`src/rtl/interrupt_arbiter.sv`:
```
// interrupt_arbiter: latches rising-edge interrupts, masks them and hands the lowest-index winner to the interrupt-control block.
// Define INT_SYNC_EN to pass irq through a 2-flop synchronizer before edge detection.
module interrupt_arbiter (
    input  logic        clock,
    input  logic        reset,
    input  logic [15:0] irq,
    input  logic        glob_en,
    input  logic        mask_we,
    input  logic [15:0] mask_wdata,
    input  logic        int_ack,
    output logic        int_en,
    output logic [3:0]  int_val,
    output logic [15:0] pending,
    output logic [15:0] mask
);
    typedef enum logic [1:0] {IDLE, REQ, HOLD} state_t;
    state_t state, state_next;
    logic hold_cnt, hold_next;
    logic [1:0] arm;
    logic [3:0] val_next, winner;
    logic [15:0] sample, prev, edges, eligible, clr;
`ifdef INT_SYNC_EN
    localparam logic [1:0] ARM_DONE = 2'd3;
    logic [15:0] sync1, sync2;
    always_ff @(posedge clock or posedge reset) begin
        if (reset) begin
            sync1 <= '0;
            sync2 <= '0;
        end else begin
            sync1 <= irq;
            sync2 <= sync1;
        end
    end
    assign sample = sync2;
`else
    localparam logic [1:0] ARM_DONE = 2'd1;
    assign sample = irq;
`endif
    // Edges are suppressed until the delayed copy holds real post-reset data, so a line held high through release is not seen as an edge.
    assign edges = (arm == ARM_DONE) ? (sample & ~prev) : '0;
    assign eligible = pending & mask;
    assign int_en = (state == REQ);
    always_comb begin
        winner = '0;
        for (int i = 15; i >= 0; i--)
            if (eligible[i]) winner = 4'(i);
    end
    always_comb begin
        state_next = state;
        hold_next = 1'b0;
        val_next = int_val;
        clr = '0;
        case (state)
            IDLE: if (glob_en && |eligible) begin
                state_next = REQ;
                val_next = winner;
            end
            REQ: if (int_ack) begin
                state_next = HOLD;
                clr = 16'(1) << int_val;
            end else if (!glob_en) state_next = IDLE;
            HOLD: begin
                hold_next = 1'b1;
                if (hold_cnt) state_next = IDLE;
            end
            default: state_next = IDLE;
        endcase
    end
    always_ff @(posedge clock or posedge reset) begin
        if (reset) begin
            state <= IDLE;
            hold_cnt <= 1'b0;
            int_val <= '0;
            pending <= '0;
            mask <= '0;
            prev <= '0;
            arm <= '0;
        end else begin
            state <= state_next;
            hold_cnt <= hold_next;
            int_val <= val_next;
            // A fresh edge wins over the acknowledge clear of the same line.
            pending <= (pending & ~clr) | edges;
            if (mask_we) mask <= mask_wdata;
            prev <= sample;
            if (arm != ARM_DONE) arm <= arm + 2'd1;
        end
    end
endmodule

```
`config.mk`:
```
export PLATFORM = sky130hd
export DESIGN_NAME = interrupt_arbiter
export DESIGN_NICKNAME = d
export VERILOG_FILES = /design/src/rtl/interrupt_arbiter.sv
export SDC_FILE = /design/constraint.sdc
export NUM_CORES = 1
export LEC_CHECK = 0
export CAP_MARGIN = 40
export CORE_MARGIN = 4
export CORE_UTILIZATION = 40
export CTS_BUF_LIST = sky130_fd_sc_hd__clkbuf_16
export CTS_CLUSTER_SIZE = 28
export DETAILED_ROUTE_END_ITERATION = 10
export PLACE_DENSITY_LB_ADDON = 0.1
export SYNTH_ARGS = -nofsm -noshare
export SYNTH_HDL_FRONTEND = slang
export SYNTH_SLANG_ARGS = --single-unit
```
`constraint.sdc`:
```
create_clock -name clock -period 2.37 [get_ports clock]
set_input_delay 0.3555 -clock clock [delete_from_list [all_inputs] [get_ports clock]]
set_output_delay 0.3555 -clock clock [all_outputs]
set_load 0.05 [all_outputs]
```
==> impl_metrics.prom, run 1 <==
# TYPE chip_impl_metric gauge
chip_impl_info{name="cts_root_buf",value="sky130_fd_sc_hd__clkbuf_16"} 1
chip_impl_info{name="worst_path_max_delay_cell",value="sky130_fd_sc_hd__clkdlybuf4s50_1"} 1
chip_impl_metric{name="clock_insertion_delay_worst_skew",unit="ns"} 0.32
chip_impl_metric{name="static_leakage",unit="nW"} 1.453
chip_impl_metric{name="grt.total_usage",unit="%"} 17.07
chip_impl_metric{name="buffers_plus_inverters_on_the_worst_setup_path",unit=""} 1
chip_impl_info{name="rr_endpoint",value="int_val[2]$_DFFE_PP0P_"} 1
chip_impl_metric{name="antenna_violating_nets_left",unit=""} 0
chip_impl_metric{name="clock_sink_count",unit=""} 57
chip_impl_info{name="worstPathCellList",value="and2b_1, clkdlybuf4s50_1"} 1
chip_impl_metric{name="comb_power_share",unit="%"} 28.6
chip_impl_metric{name="globalplace.congestion",unit=""} 0.8075
chip_impl_metric{name="cts_hold_buffers",unit=""} 0
chip_impl_metric{name="worst_r2r_path_depth",unit=""} 5
chip_impl_metric{name="clk_transition_reported_paths",unit="ns"} 0.05
chip_impl_metric{name="initial_drt_pass_iterations",unit=""} 4
chip_impl_info{name="hp-class",value="in2async"} 1
chip_impl_metric{name="report.final.hold_viol_count",unit=""} 0
chip_impl_metric{name="stdcell_count",unit=""} 358
chip_impl_metric{name="p_sw_share",unit="%"} 33.16
chip_impl_metric{name="ctsLongestPathBuffers",unit=""} 2
chip_impl_metric{name="routed_wirelength",unit="um"} 5772
chip_impl_metric{name="timing.critical_path.slowest_cell_delay",unit="ns"} 0.82
chip_impl_metric{name="die_x",unit="um"} 85.64
chip_impl_metric{name="routed-via-count",unit=""} 1813
chip_impl_metric{name="power_per_cell_area",unit="nW/um2"} 955.1
chip_impl_metric{name="slew-limit-headroom",unit="%"} 54.87
chip_impl_metric{name="rows",unit=""} 28
chip_impl_metric{name="first_pass_grt_wire_length",unit="um"} 9501
chip_impl_metric{name="worstPathRequired",unit="ns"} 2.01
chip_impl_metric{name="cts_buffers",unit=""} 9
chip_impl_info{name="unrepaired_setup_endpoints_after_global_routing",value="false"} 1
chip_impl_metric{name="max_fclk",unit="MHz"} 473.6
chip_impl_metric{name="detail_route.vias_per_cell",unit=""} 5.064
chip_impl_metric{name="ctsHtreeMaxLevel",unit=""} 3
chip_impl_metric{name="synth.avg_cell_area",unit="um2"} 12.30
chip_impl_metric{name="detail_route.iter0.violations",unit=""} 69
chip_impl_metric{name="layout-drive-gt1-share",unit="%"} 14.13
chip_impl_metric{name="switching_power_total",unit="mW"} 1.119
chip_impl_metric{name="layout.nets",unit=""} 316
chip_impl_metric{name="postLayoutCoreUtil",unit="%"} 60.03
chip_impl_metric{name="core",unit="um2"} 5886
chip_impl_metric{name="clockPowerShare",unit="%"} 35.3
chip_impl_metric{name="post_synthesis_async_set_or_reset_flop_share",unit="%"} 100.0
chip_impl_metric{name="total_internal_power",unit="mW"} 2.256
chip_impl_metric{name="ioPinCount",unit=""} 74
chip_impl_info{name="cts_tree",value="built"} 1
chip_impl_metric{name="yosys.cell_types.count",unit=""} 38
chip_impl_metric{name="ys_seq_elements",unit=""} 57
chip_impl_info{name="worstSetupPathType",value="reg2out"} 1
chip_impl_metric{name="die_area",unit="um2"} 7333
chip_impl_metric{name="postSynthNetCount",unit=""} 234
chip_impl_metric{name="regToRegSetupSlack",unit="ns"} 0.73
chip_impl_metric{name="place_inst",unit=""} 342
chip_impl_metric{name="yosys_warnings",unit=""} 0
chip_impl_info{name="synth_top_area_cell",value="sky130_fd_sc_hd__dfrtp_1"} 1
chip_impl_info{name="worst_path_dominant_cell_family",value="buffers and inverters"} 1
chip_impl_info{name="crit_path_end_kind",value="output pin"} 1
chip_impl_metric{name="initial_utilization",unit="%"} 40.97
chip_impl_metric{name="share_of_the_yosys_chip_area_belonging_to_registers",unit="%"} 59.16
chip_impl_metric{name="vdd_ir_drop_max",unit="mV"} 0.5694
chip_impl_metric{name="dieHeight",unit="um"} 85.64
chip_impl_metric{name="remaining_drc_errors",unit=""} 0
chip_impl_metric{name="maximum_number_of_pins_on_one_net_before_global_route_repair",unit=""} 58
chip_impl_metric{name="seqPwrFrac",unit="%"} 36.1
chip_impl_metric{name="multiInputGateArea",unit="um2"} 934.6
chip_impl_metric{name="port-buffer-count",unit=""} 73
chip_impl_metric{name="setup_total_negative_slack",unit="ns"} 0
chip_impl_metric{name="setup_viol",unit=""} 0
chip_impl_metric{name="grt_antenna_before_repair",unit=""} 0
chip_impl_info{name="critical_path.startpoint_type",value="flip-flop"} 1
chip_impl_metric{name="cp_max_fo",unit=""} 4
chip_impl_metric{name="antenna-diode-count",unit=""} 0
chip_impl_metric{name="avgRoutedWirePerCell",unit="um"} 16.12
chip_impl_metric{name="timing.critical_path.arrival",unit="ns"} 1.76
chip_impl_info{name="synth.top_cells.by_area",value="sky130_fd_sc_hd__dfrtp_1 59%, sky130_fd_sc_hd__mux2_2 7.5%, sky130_fd_sc_hd__nand2_1 5.1%"} 1
chip_impl_metric{name="finalCritPeriodShare",unit="%"} 89.10
chip_impl_metric{name="setup_fix_buffers_added_after_clock_tree_synthesis",unit=""} 0
chip_impl_metric{name="grt_remaining_overflow",unit=""} 0
chip_impl_metric{name="drv_cap",unit=""} 0
chip_impl_metric{name="worst_pin_slew",unit="ns"} 0.6769
chip_impl_metric{name="slew_violations",unit=""} 0
chip_impl_metric{name="syn2layout_area_growth",unit="%"} 46.55
chip_impl_metric{name="post-synth-top-area-fraction",unit="%"} 59.16
chip_impl_metric{name="clock-skew-final",unit="ns"} 0.004704
chip_impl_metric{name="ctsResizeCount",unit=""} 0
chip_impl_metric{name="final-seq-area",unit="um2"} 1426
chip_impl_metric{name="timing.final.crit_period",unit="ns"} 2.112
chip_impl_metric{name="syn-instance-count",unit=""} 196
chip_impl_metric{name="hpwl",unit="um"} 4277
chip_impl_metric{name="post_synth_instance_area",unit="um2"} 2411
chip_impl_metric{name="synth_enable_flop_cells",unit=""} 0
chip_impl_info{name="outcome",value="finished, final reports clean"} 1
chip_impl_info{name="dominantRegCellSynth",value="sky130_fd_sc_hd__dfrtp_1"} 1
chip_impl_metric{name="first_global_vias",unit=""} 1875
chip_impl_info{name="rr_startpoint",value="pending[7]$_DFF_PP0_"} 1
chip_impl_metric{name="nFillCells",unit=""} 529
[kinds of logic after synthesis]
family | Yosys count | synth area share [%]
AND/OR/NAND/NOR | 69 | 15.83
flip-flops | 57 | 59.16
AO/OA/AOI/OAI | 38 | 14.17
multiplexers | 17 | 7.888
buffers and inverters | 13 | 2.075
XOR/XNOR | 1 | 0.3633
adder cells (fa/ha/maj) | 1 | 0.5189
[layout by cell type, fill, tap and decap left out, types with 2 or more instances in the layout]
cell type and instances:
sky130_fd_sc_hd__a21o_1 2, sky130_fd_sc_hd__a22oi_1 3, sky130_fd_sc_hd__a22oi_4 4, sky130_fd_sc_hd__a31oi_1 2, sky130_fd_sc_hd__a32o_1 5, sky130_fd_sc_hd__buf_4 3, sky130_fd_sc_hd__clkbuf_16 9, sky130_fd_sc_hd__clkdlybuf4s50_1 73
sky130_fd_sc_hd__clkinv_1 3, sky130_fd_sc_hd__dfrtp_1 57, sky130_fd_sc_hd__inv_1 8, sky130_fd_sc_hd__mux2_2 16, sky130_fd_sc_hd__nand2_1 33, sky130_fd_sc_hd__nand2b_1 6, sky130_fd_sc_hd__nand3_1 5, sky130_fd_sc_hd__nand3b_1 13
sky130_fd_sc_hd__nor3b_1 2, sky130_fd_sc_hd__o21ai_0 11, sky130_fd_sc_hd__o31ai_1 3, sky130_fd_sc_hd__or3_1 2
[layer usage]
layer	GRT usage (%)	up-vias	wire, um
met5	0	-	0
met1	22.13	879	2536
met4	8.921	0	100
met2	26.84	52	2844
li1	-	871	-
met3	3.746	11	291
[Yosys cell counts (2+ instances only)]
cell                       number
sky130_fd_sc_hd__o21ai_0       11
sky130_fd_sc_hd__dfrtp_1       57
sky130_fd_sc_hd__mux2_2        16
sky130_fd_sc_hd__inv_1          7
sky130_fd_sc_hd__nand3b_1      13
sky130_fd_sc_hd__or3_1          2
sky130_fd_sc_hd__a21o_1         2
sky130_fd_sc_hd__nor3b_1        2
sky130_fd_sc_hd__a22oi_4        4
sky130_fd_sc_hd__a22oi_1        3
sky130_fd_sc_hd__nand2b_1       6
sky130_fd_sc_hd__a31oi_1        2
sky130_fd_sc_hd__nand2_1       33
sky130_fd_sc_hd__nand3_1        5
sky130_fd_sc_hd__a32o_1         5
sky130_fd_sc_hd__clkbuf_1       4
sky130_fd_sc_hd__o31ai_1        3
[stage by stage]
stage / power, mW / area, um2 / setup slack (ns) / hold slack (ns)
6_report: 3.375 / 3533 / 0.2583 / 0.4099
2_1_floorplan: 1.830 / 2411 / 0.5728 / 0.3869
5_1_grt: 3.531 / 3533 / 0.2044 / 0.4647
3_3_place_gp: 2.191 / 3254 / 0.5218 / 0.4612
3_5_place_dp: 2.202 / 3254 / 0.4993 / 0.4586
4_1_cts: 3.403 / 3533 / 0.2529 / 0.4190
[flip-flops by register name (all words and copies together) (netlist names)]
signal,cells
hold_cnt,1
int_val,4
state,2
arm,2
pending,16
prev,16
mask,16
[area by class of cell]
type | count | area share [%]
Clock buffer | 9 | 6.374
Multi-Input combinational cell | 126 | 26.45
Sequential cell | 57 | 40.37
Inverter | 7 | 0.7436
Clock inverter | 7 | 1.523
Timing Repair Buffer | 77 | 21.88
Tap cell | 75 | 2.656
[worst max path at each step]
stage	start	end	slack [ns]	cells past startpoint
global placement	glob_en	int_val[2]$_DFFE_PP0P_	0.52	5
detailed placement	glob_en	int_val[2]$_DFFE_PP0P_	0.50	5
global route	state[1]$_DFFE_PP0P_	int_en	0.20	2
floorplan	state[1]$_DFFE_PP0P_	pending[8]$_DFF_PP0_	0.57	5
finish	state[1]$_DFFE_PP0P_	int_en	0.26	2
CTS	state[1]$_DFFE_PP0P_	int_en	0.25	2
[worst register-to-register path, stage by stage (launching register included)]
cell and delay (ns):
sky130_fd_sc_hd__dfrtp_1 0.42, sky130_fd_sc_hd__a22oi_4 0.29, sky130_fd_sc_hd__nand4_4 0.15, sky130_fd_sc_hd__o31ai_4 0.40
sky130_fd_sc_hd__a311oi_1 0.10, sky130_fd_sc_hd__a21o_1 0.17
[power by group through the flow]
stage | clock network, mW | logic, mW | registers, mW
after floorplan | 0 | 0.326 | 1.50
after global placement | 0 | 0.962 | 1.23
after detailed placement | 0 | 0.970 | 1.23
after CTS | 1.21 | 0.975 | 1.22
after global routing | 1.26 | 1.03 | 1.24
final | 1.19 | 0.966 | 1.22
Power figures use the tool's default switching activity.
==> inputs of run 2 (changes only) <==
--- a/config.mk
+++ b/config.mk
@@ -9,7 +9,7 @@
 export CORE_MARGIN = 4
 export CORE_UTILIZATION = 40
 export CTS_BUF_LIST = sky130_fd_sc_hd__clkbuf_16
-export CTS_CLUSTER_SIZE = 28
+export CTS_CLUSTER_SIZE = 30
 export DETAILED_ROUTE_END_ITERATION = 10
 export PLACE_DENSITY_LB_ADDON = 0.1
 export SYNTH_ARGS = -nofsm -noshare
==> results of run 2 <==
The final DEF is identical to that of run 1; final timing and power are the same.
